[src/rtl/raabb_cmp_arbiter.sv]
// raabb_cmp_arbiter: round-robin arbiter that time-multiplexes one pipelined
// FloPoCo greater-or-equal compare unit among NREQ slab-test requesters.
// Winning operand pairs are registered onto cmp_a/cmp_b, and a tag pipeline
// routes each cmp_ge result back to its owner as a one-cycle rsp_valid pulse.
// Optional macro RAABB_CMP_FIXED_PRIO_EN: fixed priority (lowest valid index
// wins) and no round-robin pointer; all timing is unchanged.
module raabb_cmp_arbiter #(
  parameter int WIDTH   = 22,
  parameter int NREQ    = 4,
  parameter int CMP_LAT = 3,
  parameter int ID_W    = 2
) (
  input  logic                        clk,
  input  logic                        rst,
  input  logic                        en,
  input  logic [NREQ-1:0]             req_valid,
  output logic [NREQ-1:0]             req_ready,
  input  logic [NREQ*(WIDTH+1)-1:0]   req_a,
  input  logic [NREQ*(WIDTH+1)-1:0]   req_b,
  output logic [WIDTH:0]              cmp_a,
  output logic [WIDTH:0]              cmp_b,
  output logic                        cmp_issue,
  input  logic                        cmp_ge,
  output logic [NREQ-1:0]             rsp_valid,
  output logic [NREQ-1:0]             rsp_ge,
  output logic                        busy
);

  localparam int OW = WIDTH + 1;

  logic [ID_W-1:0] base_s;
  logic [ID_W:0]   idx_s;
  logic            found_s;
  logic [ID_W-1:0] gnt_id_s;
  logic [NREQ-1:0] gnt_s;
  logic [OW-1:0]   sel_a_s;
  logic [OW-1:0]   sel_b_s;

  logic [CMP_LAT:0] tag_v_r;
  logic [ID_W-1:0]  tag_id_r [CMP_LAT+1];

`ifdef RAABB_CMP_FIXED_PRIO_EN
  // Fixed priority always starts the scan at requester 0.
  assign base_s = '0;
`else
  logic [ID_W-1:0] ptr_r;
  assign base_s = ptr_r;

  // Round-robin pointer: advance past the granted requester, explicit wrap
  // so non-power-of-two NREQ never indexes a missing requester.
  always_ff @(posedge clk or posedge rst) begin
    if (rst) begin
      ptr_r <= '0;
    end else if (found_s) begin
      if (gnt_id_s == ID_W'(NREQ - 1)) begin
        ptr_r <= '0;
      end else begin
        ptr_r <= gnt_id_s + ID_W'(1);
      end
    end else begin
      ptr_r <= ptr_r;
    end
  end
`endif

  // Grant scan: first valid requester at base, base+1, ... (mod NREQ) wins.
  always_comb begin
    gnt_s    = '0;
    gnt_id_s = '0;
    found_s  = 1'b0;
    idx_s    = '0;
    if (en) begin
      for (int k = 0; k < NREQ; k++) begin
        idx_s = {1'b0, base_s} + (ID_W+1)'(k);
        if (idx_s >= (ID_W+1)'(NREQ)) begin
          idx_s = idx_s - (ID_W+1)'(NREQ);
        end else begin
          idx_s = idx_s;
        end
        if (!found_s && req_valid[idx_s[ID_W-1:0]]) begin
          found_s  = 1'b1;
          gnt_id_s = idx_s[ID_W-1:0];
        end else begin
          found_s  = found_s;
        end
      end
      if (found_s) begin
        gnt_s[gnt_id_s] = 1'b1;
      end else begin
        gnt_s = '0;
      end
    end else begin
      gnt_s = '0;
    end
  end

  assign req_ready = gnt_s;
  assign sel_a_s   = req_a[int'(gnt_id_s)*OW +: OW];
  assign sel_b_s   = req_b[int'(gnt_id_s)*OW +: OW];

  // Issue register: latch the winner's operands; hold them when idle.
  always_ff @(posedge clk or posedge rst) begin
    if (rst) begin
      cmp_a     <= '0;
      cmp_b     <= '0;
      cmp_issue <= 1'b0;
    end else if (found_s) begin
      cmp_a     <= sel_a_s;
      cmp_b     <= sel_b_s;
      cmp_issue <= 1'b1;
    end else begin
      cmp_a     <= cmp_a;
      cmp_b     <= cmp_b;
      cmp_issue <= 1'b0;
    end
  end

  // Tag pipeline: stage 0 takes {handshake, grant id}; shifts every cycle.
  always_ff @(posedge clk or posedge rst) begin
    if (rst) begin
      tag_v_r <= '0;
      for (int s = 0; s <= CMP_LAT; s++) begin
        tag_id_r[s] <= '0;
      end
    end else begin
      tag_v_r     <= {tag_v_r[CMP_LAT-1:0], found_s};
      tag_id_r[0] <= gnt_id_s;
      for (int s = 1; s <= CMP_LAT; s++) begin
        tag_id_r[s] <= tag_id_r[s-1];
      end
    end
  end

  // Response: pulse the owner's rsp_valid and capture cmp_ge; other rsp_ge hold.
  always_ff @(posedge clk or posedge rst) begin
    if (rst) begin
      rsp_valid <= '0;
      rsp_ge    <= '0;
    end else begin
      rsp_valid <= '0;
      if (tag_v_r[CMP_LAT]) begin
        rsp_valid[tag_id_r[CMP_LAT]] <= 1'b1;
        rsp_ge[tag_id_r[CMP_LAT]]    <= cmp_ge;
      end else begin
        rsp_ge <= rsp_ge;
      end
    end
  end

  assign busy = cmp_issue | (|tag_v_r);

endmodule
[config.mk]
export PLATFORM = sky130hd
export DESIGN_NAME = raabb_cmp_arbiter
export DESIGN_NICKNAME = d
export VERILOG_FILES = /design/src/rtl/raabb_cmp_arbiter.sv
export SDC_FILE = /design/constraint.sdc
export NUM_CORES = 1
export LEC_CHECK = 0
export CORE_AREA = 2 2 135 137
export DETAILED_ROUTE_END_ITERATION = 10
export DIE_AREA = 0 0 137 139
export RECOVER_POWER = 100
export SLEW_MARGIN = 0
export SYNTH_ARGS = -nofsm -noshare
export SYNTH_HDL_FRONTEND = slang
export SYNTH_SLANG_ARGS = --single-unit
export TNS_END_PERCENT = 30
[constraint.sdc]
create_clock -name clk -period 2.25 [get_ports clk]
set_input_delay 0.225 -clock clk [delete_from_list [all_inputs] [get_ports clk]]
set_output_delay 0.225 -clock clk [all_outputs]
set_load 0.01 [all_outputs]
==> results.txt <==
The pre-CTS worst setup slack was -0.120 ns; the die area was 0.0190 mm^2. The critical path is of the flop to output pin type. The tools report the final setup violation count as 0. STA classifies the critical path endpoint as an output pin.

Total routing resource utilization after global routing: 0.166. Input and output buffers added on the ports amount to 251. After synthesis, the mean cell area works out to 11.5 um^2.

Across the VDD grid, the largest voltage drop is 0.331 mV. The post-route clock period utilization was 0.947; the max-slew headroom at the worst pin was -0.186. Once detailed placement completed, the half-perimeter wirelength came to 12100 um.

Share of total power in combinational logic: 0.503. For the worst-skew pair, the clock arrives at the later sink with an insertion delay of 0.34 ns. In this run, distinct cell masters in the synthesized netlist total 32.

The number of antenna diodes in the final layout is 0. The count of routing violations after the opening detailed-route iteration is 160. Wires add up to 15800 um.

The share of synthesized flip-flops with an asynchronous set or reset works out to 1.00. The startpoint identified for the worst register-to-register timing path is base_s[1]. The area overhead of the layout relative to synthesis came out at 71.8%. The number of nets handed over by synthesis was 568. Count of TritonRoute iterations in the first routing pass: 4. The number of placement rows is 49, and the total count of hold-check failures in the final report is 0. The flow ran to the end, but the final reports show violations. Dividing total power by cell area gives a power density of 919 mW/mm^2. Measured along the x axis, the die boundary spans 137 um. The switching power as a share of total power was 0.370.

The run gives 1 as the max capacitance violation total. The logs give 1678 for the final-layout fill cell count and 9 for the number of buffers added by the clock tree synthesis step. The run gives 0.394 as the part of the Yosys area used for sequential elements. The logs give 0.120 ns for the setup slack of the critical path after layout and 2.03 ns for the critical path required time. The run gives 0 as the hold buffer count at cts.

At the pin with the least slew margin, the transition time is 1.78 ns. The switching power total came out at 2.53 mW. The logs give 469 MHz for the timing-limited maximum frequency and 2.88 nW for the total leakage power. The share of the core filled with cells came out at 0.421. Tracing the worst setup path back leads to its startpoint at tag_v_r[3]. The H-tree was split into 3 levels. The end point of the critical path was busy. For this run the aggregate overflow at the end of global routing stands at 0. The run gives 0.216 as the clock network fraction of total power. The tools report the via count of the routed design as 4179. The worst register-to-register path has a setup slack of 0.29 ns. In this run the worst hold path is classified as flop to flop. The tools report the yosys synthesis warning count as 0. The most used flip-flop cell after synthesis is sky130_fd_sc_hd__dfrtp_1. The first global-routing pass estimated 24300 um of wire.

Synthesis produced a netlist whose cell count is 376. 252 I/O pins were placed. Synthesis inferred 68 register bits. Counting I/O delays and the setup requirement, the final critical path takes 2.13 ns.

The weighted congestion at the end of routability-driven global placement is 0.781, and the number of antenna violations at the first check in global routing is 1. The detail-routed via count per cell came out at 4.81. TritonCTS built the clock tree. Along the worst path, the maximum fanout reaches 5.

The internal power consumption is 4.30 mW. The logs give 68 for the clock sink count and 4326 for the via count of the first global-routing pass. The effective utilization at floorplan was 0.245.

The core region is 0.0177 mm^2. The worst register-to-register path ends at cmp_a[2]. In the routed design, unresolved DRC markers number 0. From bottom edge to top edge, the die measures 139 um. The sequential fraction of design power is 0.280, and the final max-slew violation count is 69.

Entering global routing, the biggest net connects 69 pins. Nature of the critical path startpoint: a flop. The tools report the master cell of the clock root buffer as sky130_fd_sc_hd__clkbuf_16. In the final design database the tool counted 827 nets. The clock passes through at most 2 buffers. Clock-pin slew was measured on the worst setup and hold paths at 0.06 ns. Clock skew on the completed layout was measured at 0.00611 ns.

For the worst flop-to-flop path, the logic depth is 7. The cell area that synthesis handed to floorplanning was 0.00432 mm^2. The wire length per cell after detailed routing was 18.2 um.

Setup repair after global routing left no endpoint under its margin. In this run the remaining antenna-violating nets after routing total 0. Counting flops with a built-in enable in the synthesized netlist gives 0. The final reports fail on max-capacitance violations, max-slew violations. The share of cells above drive strength 1 came out at 0.195. Data on the critical path arrives at its endpoint at 1.91 ns.
==> cell usage after synthesis (3+ instances only) <==
| library cell | n | area, um^2 |
|---|---|---|
| sky130_fd_sc_hd__and4_1 | 46 | 403 |
| sky130_fd_sc_hd__dfrtp_1 | 68 | 1700 |
| sky130_fd_sc_hd__buf_6 | 11 | 124 |
| sky130_fd_sc_hd__nand2_1 | 5 | 18.8 |
| sky130_fd_sc_hd__mux2_2 | 4 | 45.0 |
| sky130_fd_sc_hd__a211oi_1 | 20 | 150 |
| sky130_fd_sc_hd__a211oi_2 | 72 | 901 |
| sky130_fd_sc_hd__clkbuf_2 | 3 | 15.0 |
| sky130_fd_sc_hd__buf_2 | 10 | 50.1 |
| sky130_fd_sc_hd__mux2i_1 | 46 | 460 |
| sky130_fd_sc_hd__buf_4 | 3 | 22.5 |
| sky130_fd_sc_hd__clkbuf_1 | 11 | 41.3 |
| sky130_fd_sc_hd__and3_1 | 3 | 18.8 |
| sky130_fd_sc_hd__nor2_1 | 50 | 188 |
==> kinds of logic after synthesis <==
kind of cell	after synthesis	share of synthesized area
flops	68	0.394
simple gates	114	0.162
compound gates	100	0.261
xor+xnor	1	0.00203
mux	51	0.120
buf+inv	42	0.0619
==> how the worst min path moves through the flow <==
stage	endpoint	cells after the start	start	slack (ns)
4_1_cts	tag_id_r[5]	3	rst	0.29
6_report	tag_id_r[5]	0	tag_id_r[7]	0.34
5_1_grt	tag_id_r[5]	0	tag_id_r[7]	0.35
3_3_place_gp	tag_id_r[1]	0	tag_id_r[3]	0.34
2_1_floorplan	tag_id_r[0]	0	tag_id_r[2]	0.33
3_5_place_dp	tag_id_r[5]	0	tag_id_r[7]	0.34
==> critical path: stages, from the launching register on <==
cell	delay (ns)
sky130_fd_sc_hd__dfrtp_1	0.41
sky130_fd_sc_hd__or4_1	0.54
sky130_fd_sc_hd__dlygate4sd3_1	0.62
==> power by group through the flow <==
stage                     combinational (mW)  clock [mW]  sequential, mW
after global routing                    3.69        1.58            1.98
after detailed placement                3.71           0            1.95
final                                   3.44        1.48            1.91
after floorplan                         1.80           0            2.11
after CTS                               3.72        1.53            1.94
after global placement                  3.67           0            1.95
==> final cells by class <==
type	instances	area, um^2	share of cell area
multi-input cells	266	2330	0.314
well taps	229	287	0.0386
clock inverters	7	83.8	0.0113
repair buffers	286	2780	0.374
flip-flops and latches	68	1700	0.229
clock buffers	9	225	0.0303
inverters	4	15.0	0.00202
==> metrics by stage <==
stage	setup TNS, ns	power [mW]	cell area (um^2)	hold slack (ns)	std cells
finish	0	6.83	7430	0.345	869
global route	0	7.25	7430	0.351	869
CTS	0	7.19	7520	0.288	869
detailed placement	-3.00	5.67	7200	0.337	852
global placement	-0.745	5.61	7200	0.335	852
floorplan	0	3.91	4320	0.331	376
==> registers in the layout (all words and copies together) (netlist names) <==
signal,cells
base_s,2
cmp_a,23
cmp_b,23
rsp_ge,4
rsp_valid,4
tag_id_r,8
tag_v_r,4
==> cell usage in the layout (no fill, tap or decap), types with 2 or more instances in the layout <==
| cell type | Yosys | final |
|---|---|---|
| sky130_fd_sc_hd__clkdlybuf4s50_1 | 0 | 191 |
| sky130_fd_sc_hd__dfrtp_1 | 68 | 68 |
| sky130_fd_sc_hd__a211oi_2 | 72 | 65 |
| sky130_fd_sc_hd__dlygate4sd3_1 | 0 | 56 |
| sky130_fd_sc_hd__nor2_1 | 50 | 50 |
| sky130_fd_sc_hd__mux2i_1 | 46 | 46 |
| sky130_fd_sc_hd__and4_1 | 46 | 46 |
| sky130_fd_sc_hd__a211oi_1 | 20 | 27 |
| sky130_fd_sc_hd__buf_4 | 3 | 26 |
| sky130_fd_sc_hd__clkbuf_16 | 0 | 9 |
| sky130_fd_sc_hd__nand2_1 | 5 | 4 |
| sky130_fd_sc_hd__mux2_2 | 4 | 4 |
| sky130_fd_sc_hd__dlygate4sd2_1 | 0 | 4 |
| sky130_fd_sc_hd__clkbuf_2 | 3 | 4 |
| sky130_fd_sc_hd__and3_1 | 3 | 3 |
| sky130_fd_sc_hd__inv_1 | 2 | 2 |
| sky130_fd_sc_hd__nor2b_1 | 2 | 2 |
| sky130_fd_sc_hd__nand2b_1 | 2 | 2 |
| sky130_fd_sc_hd__inv_6 | 0 | 2 |
| sky130_fd_sc_hd__clkinv_4 | 0 | 2 |
| sky130_fd_sc_hd__buf_12 | 0 | 2 |
| sky130_fd_sc_hd__clkbuf_1 | 11 | 2 |
==> repair_timing <==
action	in CTS	in global routing
setup buffers	1	0
endpoints found under the setup margin	4	0
gates resized for setup	5	0
==> layer usage <==
layer	part of all wire	vias to the layer above	track usage
met5	0	-	0
met4	0.025	0	0.0689
met3	0.062	27	0.0329
met2	0.49	169	0.271
met1	0.42	2007	0.213
li1	-	1976	-
(Power assumes the default switching activity.)
